**src/rtl/fetch_pkg.sv**
```systemverilog
`default_nettype none
// +----------------------------------------------------------------------+
// | fetch_pkg : shared types for the instruction-fetch front end         |
// | Revision  : 1.0                                                      |
// +----------------------------------------------------------------------+
package fetch_pkg;

    localparam int WORD_W = 16;

    typedef enum logic [1:0] {
        S_RUN   = 2'd0,
        S_STALL = 2'd1,
        S_FLUSH = 2'd2
    } fetch_state_t;

    typedef struct packed {
        logic [WORD_W-1:0] pc;
        logic [WORD_W-1:0] ir;
    } fetch_entry_t;

endpackage
`default_nettype wire

```
**src/rtl/fetch_unit_if.sv**
```systemverilog
`default_nettype none
// +----------------------------------------------------------------------+
// | fetch_unit_if : RAM read port and execute-stage instruction stream   |
// | Revision      : 1.0                                                  |
// +----------------------------------------------------------------------+
interface fetch_unit_if;
    import fetch_pkg::*;

    logic [WORD_W-1:0] bus_RAM_ADDRESS;
    logic [WORD_W-1:0] bus_RAM_DATA_OUT;
    logic              wire_RW;
    logic              wire_bus_grant;
    logic              wire_redirect;
    logic [WORD_W-1:0] bus_redirect_pc;
    logic              wire_instr_valid;
    logic              wire_instr_ready;
    logic [WORD_W-1:0] bus_instr_IR;
    logic [WORD_W-1:0] bus_instr_PC;
    logic [WORD_W-1:0] bus_fetch_pc;

    modport master (
        output bus_RAM_ADDRESS, wire_RW, wire_instr_valid,
               bus_instr_IR, bus_instr_PC, bus_fetch_pc,
        input  bus_RAM_DATA_OUT, wire_bus_grant, wire_redirect,
               bus_redirect_pc, wire_instr_ready
    );

    modport slave (
        input  bus_RAM_ADDRESS, wire_RW, wire_instr_valid,
               bus_instr_IR, bus_instr_PC, bus_fetch_pc,
        output bus_RAM_DATA_OUT, wire_bus_grant, wire_redirect,
               bus_redirect_pc, wire_instr_ready
    );

endinterface
`default_nettype wire

```
**src/rtl/fetch_fifo.sv**
```systemverilog
`default_nettype none
// +----------------------------------------------------------------------+
// | fetch_fifo : DEPTH-entry circular prefetch buffer of {pc, ir}        |
// | Revision   : 1.0                                                     |
// +----------------------------------------------------------------------+
module fetch_fifo
    import fetch_pkg::*;
#(
    parameter  int DEPTH = 2,
    localparam int PTR_W = $clog2(DEPTH),
    localparam int CNT_W = PTR_W + 1
) (
    input  wire logic         clk_i,
    input  wire logic         rst_i,
    input  wire logic         push_i,
    input  wire logic         pop_i,
    input  wire logic         flush_i,
    input  wire fetch_entry_t din_i,
    output fetch_entry_t      dout_o,
    output logic [CNT_W-1:0]  count_o
);

    fetch_entry_t     mem_q [DEPTH];
    logic [PTR_W-1:0] wr_ptr_q;
    logic [PTR_W-1:0] rd_ptr_q;
    logic [CNT_W-1:0] count_q;

    // Caller guarantees no push when full and no pop when empty.
    always_ff @(posedge clk_i or posedge rst_i) begin
        if (rst_i) begin
            for (int i = 0; i < DEPTH; i++) begin
                mem_q[i] <= '0;
            end
            wr_ptr_q <= '0;
            rd_ptr_q <= '0;
            count_q  <= '0;
        end else if (flush_i) begin
            wr_ptr_q <= '0;
            rd_ptr_q <= '0;
            count_q  <= '0;
        end else begin
            if (push_i) begin
                mem_q[wr_ptr_q] <= din_i;
                wr_ptr_q        <= wr_ptr_q + PTR_W'(1);
            end
            if (pop_i) begin
                rd_ptr_q <= rd_ptr_q + PTR_W'(1);
            end
            case ({push_i, pop_i})
                2'b10:   count_q <= count_q + CNT_W'(1);
                2'b01:   count_q <= count_q - CNT_W'(1);
                default: count_q <= count_q;
            endcase
        end
    end

    assign dout_o  = mem_q[rd_ptr_q];
    assign count_o = count_q;

endmodule
`default_nettype wire

```
**src/rtl/fetch_unit.sv**
```systemverilog
`default_nettype none
// +----------------------------------------------------------------------+
// | fetch_unit : RAM instruction prefetcher feeding the execute stage    |
// | Revision   : 1.0                                                     |
// +----------------------------------------------------------------------+
module fetch_unit
    import fetch_pkg::*;
#(
    parameter int                DEPTH    = 2,
    parameter logic [WORD_W-1:0] RESET_PC = 16'h0000
) (
    input  wire logic    wire_clock,
    input  wire logic    wire_reset,
    fetch_unit_if.master bus
);

    localparam int CNT_W = $clog2(DEPTH) + 1;

    fetch_state_t      state_q,     state_d;
    logic [WORD_W-1:0] fetch_pc_q,  fetch_pc_d;
    logic [WORD_W-1:0] issued_pc_q, issued_pc_d;
    logic              inflight_q,  inflight_d;
    logic              discard_q,   discard_d;

    logic [CNT_W-1:0]  count_w;
    logic [CNT_W:0]    occupancy_w;
    logic              issue_w;
    logic              push_w;
    logic              pop_w;
    fetch_entry_t      push_entry_w;
    fetch_entry_t      head_w;

    // Room check counts the outstanding read; a same-cycle pop does not help.
    assign occupancy_w = {1'b0, count_w} + (CNT_W + 1)'(inflight_q);
    assign issue_w     = !bus.wire_redirect
                       && (state_q != S_FLUSH)
                       && bus.wire_bus_grant
                       && (occupancy_w < (CNT_W + 1)'(DEPTH));

    assign push_w       = inflight_q && !discard_q;
    assign pop_w        = bus.wire_instr_valid && bus.wire_instr_ready;
    assign push_entry_w = '{pc: issued_pc_q, ir: bus.bus_RAM_DATA_OUT};

    always_ff @(posedge wire_clock or posedge wire_reset) begin
        if (wire_reset) begin
            state_q     <= S_RUN;
            fetch_pc_q  <= RESET_PC;
            issued_pc_q <= RESET_PC;
            inflight_q  <= 1'b0;
            discard_q   <= 1'b0;
        end else begin
            state_q     <= state_d;
            fetch_pc_q  <= fetch_pc_d;
            issued_pc_q <= issued_pc_d;
            inflight_q  <= inflight_d;
            discard_q   <= discard_d;
        end
    end

    always_comb begin
        state_d     = state_q;
        fetch_pc_d  = fetch_pc_q;
        issued_pc_d = issued_pc_q;
        inflight_d  = issue_w;
        discard_d   = 1'b0;

        if (bus.wire_redirect) begin
            state_d    = S_FLUSH;
            fetch_pc_d = bus.bus_redirect_pc;
            // A read outstanding at the redirect must never reach the FIFO.
            discard_d  = inflight_q;
        end else if (state_q == S_FLUSH) begin
            state_d = S_RUN;
        end else begin
            state_d = issue_w ? S_RUN : S_STALL;
        end

        if (issue_w) begin
            fetch_pc_d  = fetch_pc_q + WORD_W'(1);
            issued_pc_d = fetch_pc_q;
        end
    end

    fetch_fifo #(
        .DEPTH (DEPTH)
    ) u_fifo (
        .clk_i   (wire_clock),
        .rst_i   (wire_reset),
        .push_i  (push_w),
        .pop_i   (pop_w),
        .flush_i (bus.wire_redirect),
        .din_i   (push_entry_w),
        .dout_o  (head_w),
        .count_o (count_w)
    );

    assign bus.bus_RAM_ADDRESS  = fetch_pc_q;
    assign bus.wire_RW          = 1'b0;
    assign bus.wire_instr_valid = (count_w != '0);
    assign bus.bus_instr_IR     = head_w.ir;
    assign bus.bus_instr_PC     = head_w.pc;
    assign bus.bus_fetch_pc     = fetch_pc_q;

endmodule
`default_nettype wire
```
**src/flat_wrapper.sv**
```systemverilog
// flat-port wrapper written by rule: the top's interface ports become plain ports
module fetch_unit_flat import fetch_pkg::*;
#(
    parameter int                DEPTH    = 2,
    parameter logic [WORD_W-1:0] RESET_PC = 16'h0000
)
  (wire_clock, wire_reset, bus_bus_RAM_ADDRESS, bus_wire_RW, bus_wire_instr_valid, bus_bus_instr_IR, bus_bus_instr_PC, bus_bus_fetch_pc, bus_bus_RAM_DATA_OUT, bus_wire_bus_grant, bus_wire_redirect, bus_bus_redirect_pc, bus_wire_instr_ready);
  fetch_unit_if bus_i ();
  input  wire logic wire_clock;
  input  wire logic wire_reset;
  output wire logic [$bits(bus_i.bus_RAM_ADDRESS)-1:0] bus_bus_RAM_ADDRESS;
  output wire logic [$bits(bus_i.wire_RW)-1:0] bus_wire_RW;
  output wire logic [$bits(bus_i.wire_instr_valid)-1:0] bus_wire_instr_valid;
  output wire logic [$bits(bus_i.bus_instr_IR)-1:0] bus_bus_instr_IR;
  output wire logic [$bits(bus_i.bus_instr_PC)-1:0] bus_bus_instr_PC;
  output wire logic [$bits(bus_i.bus_fetch_pc)-1:0] bus_bus_fetch_pc;
  input wire logic [$bits(bus_i.bus_RAM_DATA_OUT)-1:0] bus_bus_RAM_DATA_OUT;
  input wire logic [$bits(bus_i.wire_bus_grant)-1:0] bus_wire_bus_grant;
  input wire logic [$bits(bus_i.wire_redirect)-1:0] bus_wire_redirect;
  input wire logic [$bits(bus_i.bus_redirect_pc)-1:0] bus_bus_redirect_pc;
  input wire logic [$bits(bus_i.wire_instr_ready)-1:0] bus_wire_instr_ready;
  assign bus_bus_RAM_ADDRESS = bus_i.bus_RAM_ADDRESS;
  assign bus_wire_RW = bus_i.wire_RW;
  assign bus_wire_instr_valid = bus_i.wire_instr_valid;
  assign bus_bus_instr_IR = bus_i.bus_instr_IR;
  assign bus_bus_instr_PC = bus_i.bus_instr_PC;
  assign bus_bus_fetch_pc = bus_i.bus_fetch_pc;
  assign bus_i.bus_RAM_DATA_OUT = bus_bus_RAM_DATA_OUT;
  assign bus_i.wire_bus_grant = bus_wire_bus_grant;
  assign bus_i.wire_redirect = bus_wire_redirect;
  assign bus_i.bus_redirect_pc = bus_bus_redirect_pc;
  assign bus_i.wire_instr_ready = bus_wire_instr_ready;
  fetch_unit #(.DEPTH(DEPTH), .RESET_PC(RESET_PC)) u_core (.wire_clock(wire_clock), .wire_reset(wire_reset), .bus(bus_i));
endmodule
```
**config.mk**
```make
export PLATFORM = sky130hd
export DESIGN_NAME = fetch_unit_flat
export DESIGN_NICKNAME = d
export VERILOG_FILES = /design/src/rtl/fetch_pkg.sv /design/src/rtl/fetch_unit_if.sv /design/src/rtl/fetch_fifo.sv /design/src/rtl/fetch_unit.sv /design/src/flat_wrapper.sv
export SDC_FILE = /design/constraint.sdc
export NUM_CORES = 1
export LEC_CHECK = 0
export ABC_AREA = 1
export CORE_MARGIN = 4
export CORE_UTILIZATION = 40
export DETAILED_ROUTE_END_ITERATION = 6
export SYNTH_ARGS = -nofsm -noshare
export SYNTH_HDL_FRONTEND = slang
export SYNTH_SLANG_ARGS = --single-unit
```
**constraint.sdc**
```tcl
create_clock -name wire_clock -period 4.1 [get_ports wire_clock]
set_input_delay 0.615 -clock wire_clock [delete_from_list [all_inputs] [get_ports wire_clock]]
set_output_delay 0.615 -clock wire_clock [all_outputs]
set_load 0.02 [all_outputs]
```
==> qor.txt, run 1 <==
Post-DP HPWL: 7740 µm
Skew final: 0.00563 ns
CORE AREA: 12,100 µm²
Post-cts resize count: 0
Kind of end point of the critical path: output pin
Final WL: 11,600 µm
Clk pin slew, worst setup/hold paths: 0.07 ns
Post-DR wirelength/cell: 13.3 µm
Setup TNS: 0 ns
Tot GR Track Use: 16.8%
Required time worst endpoint: 3.48 ns
RSZ-0062 raised after global routing: false
Gpl congestion: 0.812
Initial core utilization: 41.1%
Seq cells post-synth: 104
Reg area: 2600 µm²
Placed Area: 5960 µm²
Final Cell Area: 6270 µm²
Post-CTS setup buffer count: 0
Period utilization: 66.8%
Cells after synthesis: 626
Vias in the first global route: 4,035
Max VDD drop: 196 µV
Hold Crit Class: reg2reg
Syn_nets: 664
Share of the yosys chip area belonging to registers: 52.4%
Met3 Track Usage GR: 3.32%
Leakage power: 3.07 nW
Clock Latency Late Sink: 0.34 ns
FP Rows: 40
Fin cells: 869
Global-route wire length before repair: 19,700 µm
Crit Path Class: reg2out
Initial antenna violation count: 0
Distinct cells, synth: 33
TritonCTS buffer count: 9
# placed instances: 854
Grt met2 use: 25.2%
H-tree depth: 3
IO Port Bufs: 101
Status: complete, no violations
Clock root buffer: clkbuf_16
Fill count: 1,172
Nets: 735
Count of yosys warnings during synthesis: 0
Share of layout cells above drive strength 1: 4.99%
Die area: 14,300 µm²
Data arrival time of the worst path: 2.12 ns
DRC viols: 0
Mean number of vias per cell: 4.72
Hold Vio Cnt, Final: 0
CTS tree: yes
Max-slew headroom at the worst pin: 29.4%
Boundary Pins: 103
Crit Path Max Fanout: 21
Die W: 119 µm
Bufs on Longest Clock Path: 2
Slew Limit Fails: 0
Met1 Use GR: 24.3%
Vias: 4,106
Power Dens Cells: 521 nW/µm²
DRT Pass-1 Iters: 5
Startpoint types: flip-flop
Post-DRT Antenna Nets: 0
Syn_area_per_cell: 7.93 µm²
Worst-Margin Slew: 1.06 ns
Layer with the highest usage: met2
Area taken by multi-input logic gates: 1850 µm²
Initial DRC Count: 348
Post-Syn Area: 4960 µm²
Fin crit period: 2.74 ns
Total gr overflow: 0
Max cap viols: 0
Achievable frequency: 365 MHz
Pin count of the biggest net entering global routing: 70
Setup violators final: 0
Die Ht: 119 µm
CTS Sinks: 104
Area grow syn2layout: 26.3%
# diodes: 0
Post-CTS Hold Buffers: 0
==> cell usage in the layout, fill, tap and decap left out, drive strengths merged <==
cell             n
clkbuf          13
dfrtp          104
clkinv           1
a22oi            1
o21ai           88
a21oi           13
nor2            37
buf              5
and3             1
nand2          231
bufinv           1
conb             1
ha               1
nand3b           1
clkdlybuf4s50  101
clkinvlp         1
o211ai           2
or2              4
xor2             4
o21a             2
nand3           25
nor3             3
inv             61
==> cell usage after synthesis, drive strengths merged <==
library cell / instances / area (µm²)
xor2: 4 / 35.0
a22oi: 1 / 7.51
buf: 31 / 223
inv: 61 / 231
o21a: 2 / 15.0
nand3: 25 / 135
nand3b: 1 / 7.51
o211ai: 2 / 15.0
nand2: 231 / 880
and3: 1 / 6.26
clkbuf: 15 / 56.3
o21ai: 88 / 440
dfrtp: 104 / 2600
a21oi: 13 / 65.1
conb: 1 / 3.75
or2: 4 / 25.0
ha: 1 / 12.5
nor3: 3 / 25.0
nor2: 37 / 173
clkinv: 1 / 3.75
==> path summary, 6_finish.rpt <==
path,endpoint,start,cells past startpoint,slack [ns]
setup / recovery,bus_bus_instr_PC[6],u_core.u_fifo.rd_ptr_q$_DFFE_PP0P_,5,1.36
hold / removal,u_core.u_fifo.mem_q[13]$_DFFE_PP0P_,u_core.u_fifo.mem_q[13]$_DFFE_PP0P_,2,0.49
setup reg to reg,u_core.bus.bus_RAM_ADDRESS[13]$_DFFE_PP0P_,u_core.u_fifo.count_o[0]$_DFFE_PP0P_,9,2.17
hold reg to reg,u_core.u_fifo.mem_q[13]$_DFFE_PP0P_,u_core.u_fifo.mem_q[13]$_DFFE_PP0P_,2,0.49
max in group asynchronous,u_core.bus.bus_RAM_ADDRESS[12]$_DFFE_PP0P_,wire_reset,3,2.59
min in group asynchronous,u_core.bus.bus_RAM_ADDRESS[1]$_DFFE_PP0P_,wire_reset,2,0.82
==> state kept, by name, indices dropped and copies added, names as in the netlist <==
| name | flops |
|---|---|
| u_core.u_fifo.wr_ptr_q | 1 |
| u_core.u_fifo.rd_ptr_q | 1 |
| u_core.discard_q | 1 |
| u_core.bus.bus_RAM_ADDRESS | 16 |
| u_core.u_fifo.mem_q | 64 |
| u_core.u_fifo.count_o | 2 |
| u_core.inflight_q | 1 |
| u_core.issued_pc_q | 16 |
| u_core.state_q | 2 |
==> area by class of cell <==
cell class / instances / area share [%]
Clock inverter: 2 / 0.599
Tap cell: 168 / 3.35
Inverter: 62 / 3.79
Multi-Input combinational cell: 414 / 29.5
Timing Repair Buffer: 106 / 16.9
Clock buffer: 13 / 4.31
Sequential cell: 104 / 41.5
==> per-stage QoR <==
| stage | setup WS (ns) | hold slack (ns) | power, mW | utilization, % |
|---|---|---|---|---|
| after CTS | 1.30 | 0.490 | 3.31 | 52.0 |
| after floorplan | 0.753 | 0.453 | 1.98 | - |
| after detailed placement | 1.08 | 0.473 | 2.41 | 49.4 |
| final | 1.36 | 0.486 | 3.26 | 52.0 |
| after global routing | 1.14 | 0.503 | 3.46 | 52.0 |
| after global placement | 1.09 | 0.466 | 2.39 | 49.4 |
==> critical path: stages, from the launching register on <==
cell             delay (ns)
dfrtp_1                0.35
clkinv_1               0.35
buf_4                  0.38
nand2_1                0.08
nand2_1                0.05
clkdlybuf4s50_1        0.57
==> kinds of logic (layout without fill, tap and decap cells) <==
| group | after synthesis | after routing | synth area share, % |
|---|---|---|---|
| other | 1 | 1 | 0.0756 |
| DFF | 104 | 104 | 52.4 |
| xor gates and xnor gates | 4 | 4 | 0.706 |
| buffers and inverters | 108 | 183 | 10.4 |
| AOI/OAI and AO/OA | 106 | 106 | 10.9 |
| adders and majority gates | 1 | 1 | 0.252 |
| and+or+nand+nor | 302 | 302 | 25.2 |
==> per-layer routing <==
metal | vias up | part of all wire, % | routed length (µm)
li1 | 2073 | - | -
met5 | - | 0 | 0
met3 | 11 | 4.8 | 560
met2 | 117 | 43 | 4980
met1 | 1905 | 51 | 5880
met4 | 0 | 1.2 | 143
==> where the power goes <==
group          switching (mW)  leakage (nW)  internal (mW)
clock network           0.360         0.148          0.521
logic                   0.556          1.61          0.444
registers               0.135          1.31           1.25
total                    1.05          3.07           2.21
(Power assumes the default switching activity.)
==> inputs of run 2 (changes only) <==
--- a/config.mk
+++ b/config.mk
@@ -9,6 +9,7 @@
 export CORE_MARGIN = 4
 export CORE_UTILIZATION = 40
 export DETAILED_ROUTE_END_ITERATION = 6
+export PLACE_DENSITY = 0.67
 export SYNTH_ARGS = -nofsm -noshare
 export SYNTH_HDL_FRONTEND = slang
 export SYNTH_SLANG_ARGS = --single-unit
==> constraint.sdc (replaced) <==
create_clock -name wire_clock -period 2.2 [get_ports wire_clock]
set_input_delay 0.33 -clock wire_clock [delete_from_list [all_inputs] [get_ports wire_clock]]
set_output_delay 0.33 -clock wire_clock [all_outputs]
set_load 0.02 [all_outputs]
==> qor.txt, run 2 (synthesis results as in run 1) <==
Status: complete, no violations
DRT Pass-1 Iters: 4 (-1)
Flop pwr share: 42.9% (+0.5 points)
Met1 Use GR: 24.0% (-0.26 points)
Required time worst endpoint: 1.87 ns (-1.61 ns)
Crit path max-delay cell type: clkdlybuf4s50_1
Post-CTS Hold Buffers: 0 (unchanged)
Fill count: 1,134 (-3.2%)
Most frequent cells in the layout: nand2_1 (227), dfrtp_1 (104), clkdlybuf4s50_1 (84), o21ai_0 (71), inv_1 (57)
Setup violators final: 0 (unchanged)
RSZ-0062 raised after global routing: true
Fin crit period: 2.16 ns
Skew final: 0.00839 ns (+0.00276 ns)
Stages on the worst setup path: 4 (-1)
Power Internal: 4.08 mW (+84%)
Fin cells: 873 (+0.46%)
Crit Path Class: reg2out
Gpl congestion: 0.856 (+5.4%)
Reg-to-Reg Start: u_core.bus.bus_RAM_ADDRESS[1]$_DFFE_PP0P_
Post-DRT Antenna Nets: 0 (unchanged)
Crit path top cell by count: nand2_1
Clk pin slew, worst setup/hold paths: 0.06 ns (about the same)
Total gr overflow: 0 (unchanged)
Clock root buffer: clkbuf_16
Kind of end point of the critical path: output pin
CTS tree: yes
Crit Path Max Fanout: 32 (+52%)
FP Rows: 40 (unchanged)
Max-slew headroom at the worst pin: 62.4% (+33 points)
R2R Setup Slk: 0.67 ns (-1.50 ns)
Data arrival time of the worst path: 1.83 ns (-0.29 ns)
Worst-Margin Slew: 0.565 ns (-0.491 ns)
Clock power frac: 26.3% (-0.7 points)
Die area: 14,300 µm² (unchanged)
Grt met2 use: 23.8% (-1.4 points)
# placed instances: 859 (+0.59%)
DRC viols: 0 (unchanged)
Layer with the highest usage: met1
CP bufs+invs: 2 (-1)
Met3 Track Usage GR: 3.56% (+0.24 points)
Cell family with most CP delay: buffers and inverters
Setup crit end: bus_bus_instr_PC[9]
Initial DRC Count: 409 (+18%)
Mean number of vias per cell: 4.72 (about the same)
Vias: 4,123 (+0.41%)
Final WL: 11,400 µm (-1.3%)
Switching Share: 32.3% (+0.094 points)
Bufs on Longest Clock Path: 2 (unchanged)
Slew Limit Fails: 0 (unchanged)
CORE AREA: 12,100 µm² (unchanged)
CTS Sinks: 104 (unchanged)
Global-route wire length before repair: 19,200 µm (-2.7%)
Initial core utilization: 41.1% (unchanged)
Largest register FFs: 64 (unchanged)
Largest Register: u_core.u_fifo.mem_q
Tot GR Track Use: 16.4% (-0.43 points)
Share of layout cells above drive strength 1: 5.82% (+0.82 points)
Post-CTS setup buffer count: 0 (unchanged)
Setup TNS: 0 ns (unchanged)
Period utilization: 98.1%
Hold_ws: 0.464 ns (-0.0211 ns)
Nets: 740 (+0.68%)
Sw Pwr: 1.95 mW (+85%)
Max cap viols: 0 (unchanged)
Power Dens Cells: 944 nW/µm² (+81%)
Max VDD drop: 323 µV (+65%)
Worst Slack Setup Final: 0.0427 ns (-1.32 ns)
Worst path max stage delay: 0.60 ns (+0.03 ns)
# diodes: 0 (unchanged)
Area grow syn2layout: 28.8%
TritonCTS buffer count: 9 (unchanged)
Post-DP HPWL: 7760 µm (+0.30%)
Most common cell after layout, fill and taps aside: nand2_1
Die W: 119 µm (unchanged)
Hold Vio Cnt, Final: 0 (unchanged)
Achievable frequency: 464 MHz
Leakage power: 3.33 nW (+8.4%)
Die Ht: 119 µm (unchanged)
Pin count of the biggest net entering global routing: 105 (+50%)
Share of total power in combinational logic: 30.7% (about the same)
Worst-path cell chain: buf_6 > nand2_1 > nand2_1 > clkdlybuf4s50_1
Clock Latency Late Sink: 0.34 ns (about the same)
Startpoint types: flip-flop
Post-DR wirelength/cell: 13.1 µm (-1.7%)
IO Port Bufs: 101 (unchanged)
Initial antenna violation count: 0 (unchanged)
H-tree depth: 3 (unchanged)
Dpl ws: 0.276 ns (-0.804 ns)
Hold Crit Class: in2async
Boundary Pins: 103 (unchanged)
Worst reg2reg path depth: 8 (-1)
RR Endpoint: u_core.bus.bus_RAM_ADDRESS[10]$_DFFE_PP0P_
Vias in the first global route: 3,981 (-1.3%)
Setup crit start: u_core.u_fifo.rd_ptr_q$_DFFE_PP0P_
[run 2: cell count changes in the layout (fill, tap and decap cells not counted)]
cell,delta
clkbuf_8,-1
clkinv_2,+2
inv_4,-1
clkinvlp_4,+1
clkdlybuf4s50_1,-17
buf_6,+1
buf_12,+4
clkinv_1,-1
clkbuf_1,-1
dlymetal6s2s_1,+17
[run 2: how the worst min path moves through the flow]
stage	startpoint	end	slack, ns	cells after the start
2_1_floorplan	bus_wire_redirect	u_core.state_q[1]$_DFF_PP0_	0.36	0
3_3_place_gp	u_core.u_fifo.mem_q[17]$_DFFE_PP0P_	u_core.u_fifo.mem_q[17]$_DFFE_PP0P_	0.47	2
3_5_place_dp	u_core.u_fifo.mem_q[29]$_DFFE_PP0P_	u_core.u_fifo.mem_q[29]$_DFFE_PP0P_	0.47	2
4_1_cts	u_core.u_fifo.mem_q[29]$_DFFE_PP0P_	u_core.u_fifo.mem_q[29]$_DFFE_PP0P_	0.49	2
5_1_grt	u_core.u_fifo.mem_q[26]$_DFFE_PP0P_	u_core.u_fifo.mem_q[26]$_DFFE_PP0P_	0.50	2
6_report	wire_reset	u_core.u_fifo.mem_q[46]$_DFFE_PP0P_	0.46	3
[run 2: power groups by stage]
| stage | Clock [mW] | Sequential (mW) | Combinational, mW |
|---|---|---|---|
| 2_1_floorplan | 0 | 2.60 | 1.10 |
| 3_3_place_gp | 0 | 2.61 | 1.86 |
| 3_5_place_dp | 0 | 2.62 | 1.90 |
| 4_1_cts | 1.63 | 2.59 | 1.91 |
| 5_1_grt | 1.72 | 2.64 | 2.06 |
| 6_report | 1.59 | 2.59 | 1.85 |
[run 2: final cells by class]
cell class	instances	area, µm²	area share, %
Sequential cell	104	2600	40.7
Multi-Input combinational cell	414	1850	28.9
Timing Repair Buffer	111	1190	18.7
Clock buffer	11	253	3.95
Inverter	62	240	3.76
Tap cell	168	210	3.29
Clock inverter	3	42.5	0.666
[run 2: per-stage QoR]
step                      total power [mW]  cell area, µm²  utilization (%)
after CTS                             6.13            6350             52.6
final                                 6.03            6390             53.0
after global placement                4.47            6050             50.1
after detailed placement              4.52            6050             50.1
after floorplan                       3.70            4970                -
after global routing                  6.42            6390             53.0
[run 2: metal layers]
layer / vias to the layer above / part of all wire [%]
met2: 128 / 43
met3: 11 / 6.9
li1: 2086 / -
met4: 0 / 0.97
met1: 1898 / 50
met5: - / 0
[run 2: worst register-to-register path, delay by kind of cell (launching register included)]
family / cells / cell delay, ns
simple gates: 6 / 0.57
fa+ha+maj: 1 / 0.23
buf+inv: 1 / 0.18
flops: 1 / 0.44
[run 2: timing repair]
action	4_1_cts	5_1_grt
setup endpoints to repair	8	20
pin swaps	0	0
gates resized for setup	2	17
==> inputs of run 3 (changes only) <==
--- a/config.mk
+++ b/config.mk
@@ -6,10 +6,12 @@
 export NUM_CORES = 1
 export LEC_CHECK = 0
 export ABC_AREA = 1
+export CELL_PAD_IN_SITES_DETAIL_PLACEMENT = 2
+export CELL_PAD_IN_SITES_GLOBAL_PLACEMENT = 2
 export CORE_MARGIN = 4
-export CORE_UTILIZATION = 40
+export CORE_UTILIZATION = 27
 export DETAILED_ROUTE_END_ITERATION = 6
-export PLACE_DENSITY = 0.67
+export PLACE_DENSITY_LB_ADDON = 0.1
 export SYNTH_ARGS = -nofsm -noshare
 export SYNTH_HDL_FRONTEND = slang
 export SYNTH_SLANG_ARGS = --single-unit
==> qor.txt, run 3 (synthesis results as in run 1) <==
Die area: 20,600 µm² (+45%)
Fin crit period: 2.11 ns (-0.0493 ns)
Share of layout cells above drive strength 1: 6.20% (+0.38 points)
Pin count of the biggest net entering global routing: 105 (unchanged)
Metal-1 WL: 6810 µm (+20%)
Nets: 743 (+0.41%)
Flop pwr share: 41.6% (-1.3 points)
Sw Pwr: 2.08 mW (+6.9%)
Dpl ws: 0.260 ns (-0.0162 ns)
Max cap viols: 0 (unchanged)
Power Dens Cells: 959 nW/µm² (+1.7%)
Data arrival time of the worst path: 1.78 ns (-0.05 ns)
Tot GR Track Use: 15.5% (-0.82 points)
Slew Limit Fails: 0 (unchanged)
Initial antenna violation count: 0 (unchanged)
Final WL: 15,100 µm (+33%)
Max-slew headroom at the worst pin: 60.6% (-1.7 points)
H-tree depth: 3 (unchanged)
Fin util: 36.2% (-17 points)
Required time worst endpoint: 1.87 ns (about the same)
Post-CTS setup buffer count: 0 (unchanged)
Leakage power: 3.46 nW (+4.1%)
Post-DP HPWL: 10,400 µm (+35%)
Achievable frequency: 474 MHz (+2.3%)
Die W: 144 µm (+20%)
Clock power frac: 28.5% (+2.2 points)
DRC viols: 0 (unchanged)
Global-route wire length before repair: 25,300 µm (+32%)
Clk pin slew, worst setup/hold paths: 0.07 ns (about the same)
Crit Path Max Fanout: 9 (-72%)
Post-DRT Antenna Nets: 0 (unchanged)
Switching Share: 33.2% (+0.95 points)
IO Port Bufs: 101 (unchanged)
Vias: 4,301 (+4.3%)
Worst-Margin Slew: 0.590 ns (+0.0257 ns)
Post-DR wirelength/cell: 16.1 µm (+23%)
Initial DRC Count: 204 (-50%)
Bufs on Longest Clock Path: 2 (unchanged)
Gpl congestion: 0.787 (-8.1%)
Clock root buffer: clkbuf_16
Total gr overflow: 0 (unchanged)
Max VDD drop: 389 µV (+20%)
Vias in the first global route: 4,971 (+25%)
Hold Crit Class: in2async
CTS tree: yes
Largest Register: u_core.u_fifo.mem_q
Reg-to-Reg Start: u_core.bus.bus_RAM_ADDRESS[0]$_DFFE_PP0P_
RR Endpoint: u_core.bus.bus_RAM_ADDRESS[12]$_DFFE_PP0P_
Startpoint types: flip-flop
Clock Latency Late Sink: 0.35 ns (about the same)
RSZ-0062 raised after global routing: false
Setup violators final: 0 (unchanged)
Max Used Layer: met4
Met3 WL: 502 µm (-36%)
FP Rows: 49 (+23%)
Setup TNS: 0 ns (unchanged)
Kind of end point of the critical path: output pin
Power Internal: 4.18 mW (+2.4%)
Hold Vio Cnt, Final: 0 (unchanged)
Share of total power in combinational logic: 29.9% (-0.8 points)
Most common cell after layout, fill and taps aside: nand2_1
TritonCTS buffer count: 9 (unchanged)
Worst reg2reg path depth: 8 (unchanged)
Post-cts resize count: 9 (+7)
Worst Slack Setup Final: 0.0920 ns (+0.0493 ns)
Post-CTS Hold Buffers: 0 (unchanged)
CTS Sinks: 104 (unchanged)
Skew final: 0.00747 ns (-0.000918 ns)
Most frequent cells in the layout: nand2_1 (227), dfrtp_1 (104), o21ai_0 (71), clkdlybuf4s50_1 (70), inv_1 (57)
# diodes: 0 (unchanged)
Mean number of vias per cell: 4.58 (-3.0%)
DRT Pass-1 Iters: 4 (unchanged)
Met2 routed WL: 7640 µm (+58%)
Area grow syn2layout: 31.5%
Die Ht: 144 µm (+20%)
R2R Setup Slk: 0.60 ns (-0.07 ns)
CORE AREA: 18,000 µm² (+49%)
Initial core utilization: 27.5% (-14 points)
Largest register FFs: 64 (unchanged)
Crit Path Class: reg2out
Boundary Pins: 103 (unchanged)
Period utilization: 95.8% (-2.2 points)
Status: complete, no violations
run 3: cell count changes in the layout (fill, tap and decap cells not counted), moves of 2 or more:
cell	delta
dlymetal6s2s_1	+7
dlygate4sd2_1	+7
buf_4	+4
clkdlybuf4s50_1	-14
clkinv_2	-2
run 3: worst max-delay path by stage:
| stage | start | endpoint | slack, ns | cells past startpoint |
|---|---|---|---|---|
| after floorplan | wire_reset | u_core.bus.bus_RAM_ADDRESS[0]$_DFFE_PP0P_ | 0.62 | 1 |
| after global placement | bus_wire_redirect | u_core.bus.bus_RAM_ADDRESS[12]$_DFFE_PP0P_ | 0.33 | 9 |
| after detailed placement | bus_wire_redirect | u_core.bus.bus_RAM_ADDRESS[8]$_DFFE_PP0P_ | 0.26 | 8 |
| after CTS | u_core.u_fifo.rd_ptr_q$_DFFE_PP0P_ | bus_bus_instr_IR[6] | 0.0003 | 5 |
| after global routing | u_core.u_fifo.rd_ptr_q$_DFFE_PP0P_ | bus_bus_instr_PC[2] | 0.004 | 5 |
| final | u_core.u_fifo.rd_ptr_q$_DFFE_PP0P_ | bus_bus_instr_PC[2] | 0.09 | 5 |
run 3: final cells by class:
type	count	area [µm²]
tap	229	287
clock buffer	12	256
fill	2044	11500
multi-input combinational	414	1850
timing repair buffer	114	1220
sequential	104	2600
inverter	62	239
clock inverter	4	76.3
run 3: power by group through the flow:
stage	sequential [mW]	clock, mW	combinational (mW)
global placement	2.61	0	1.92
detailed placement	2.64	0	1.99
floorplan	2.60	0	1.10
global route	2.66	1.96	2.10
CTS	2.61	1.86	1.97
finish	2.60	1.79	1.87
run 3: routing by layer:
layer	global-route usage (%)	vias to the layer above
met5	0	-
met4	4.51	0
met3	2.66	9
met2	27.8	71
met1	19.2	2131
li1	-	2090
run 3: critical path: stages, from the launching register on:
cell             delay (ns)
dfrtp_1                0.43
clkinv_1               0.11
buf_4                  0.18
nand2_1                0.06
nand2_1                0.06
clkdlybuf4s50_1        0.59
run 3: per-stage QoR:
stage	hold WS [ns]	std cells	total power [mW]	instance area (µm²)
after floorplan	0.361	626	3.70	4970
after global placement	0.466	923	4.53	6130
after detailed placement	0.476	923	4.63	6130
after CTS	0.493	939	6.44	6470
after global routing	0.517	939	6.72	6530
final	0.487	939	6.26	6530
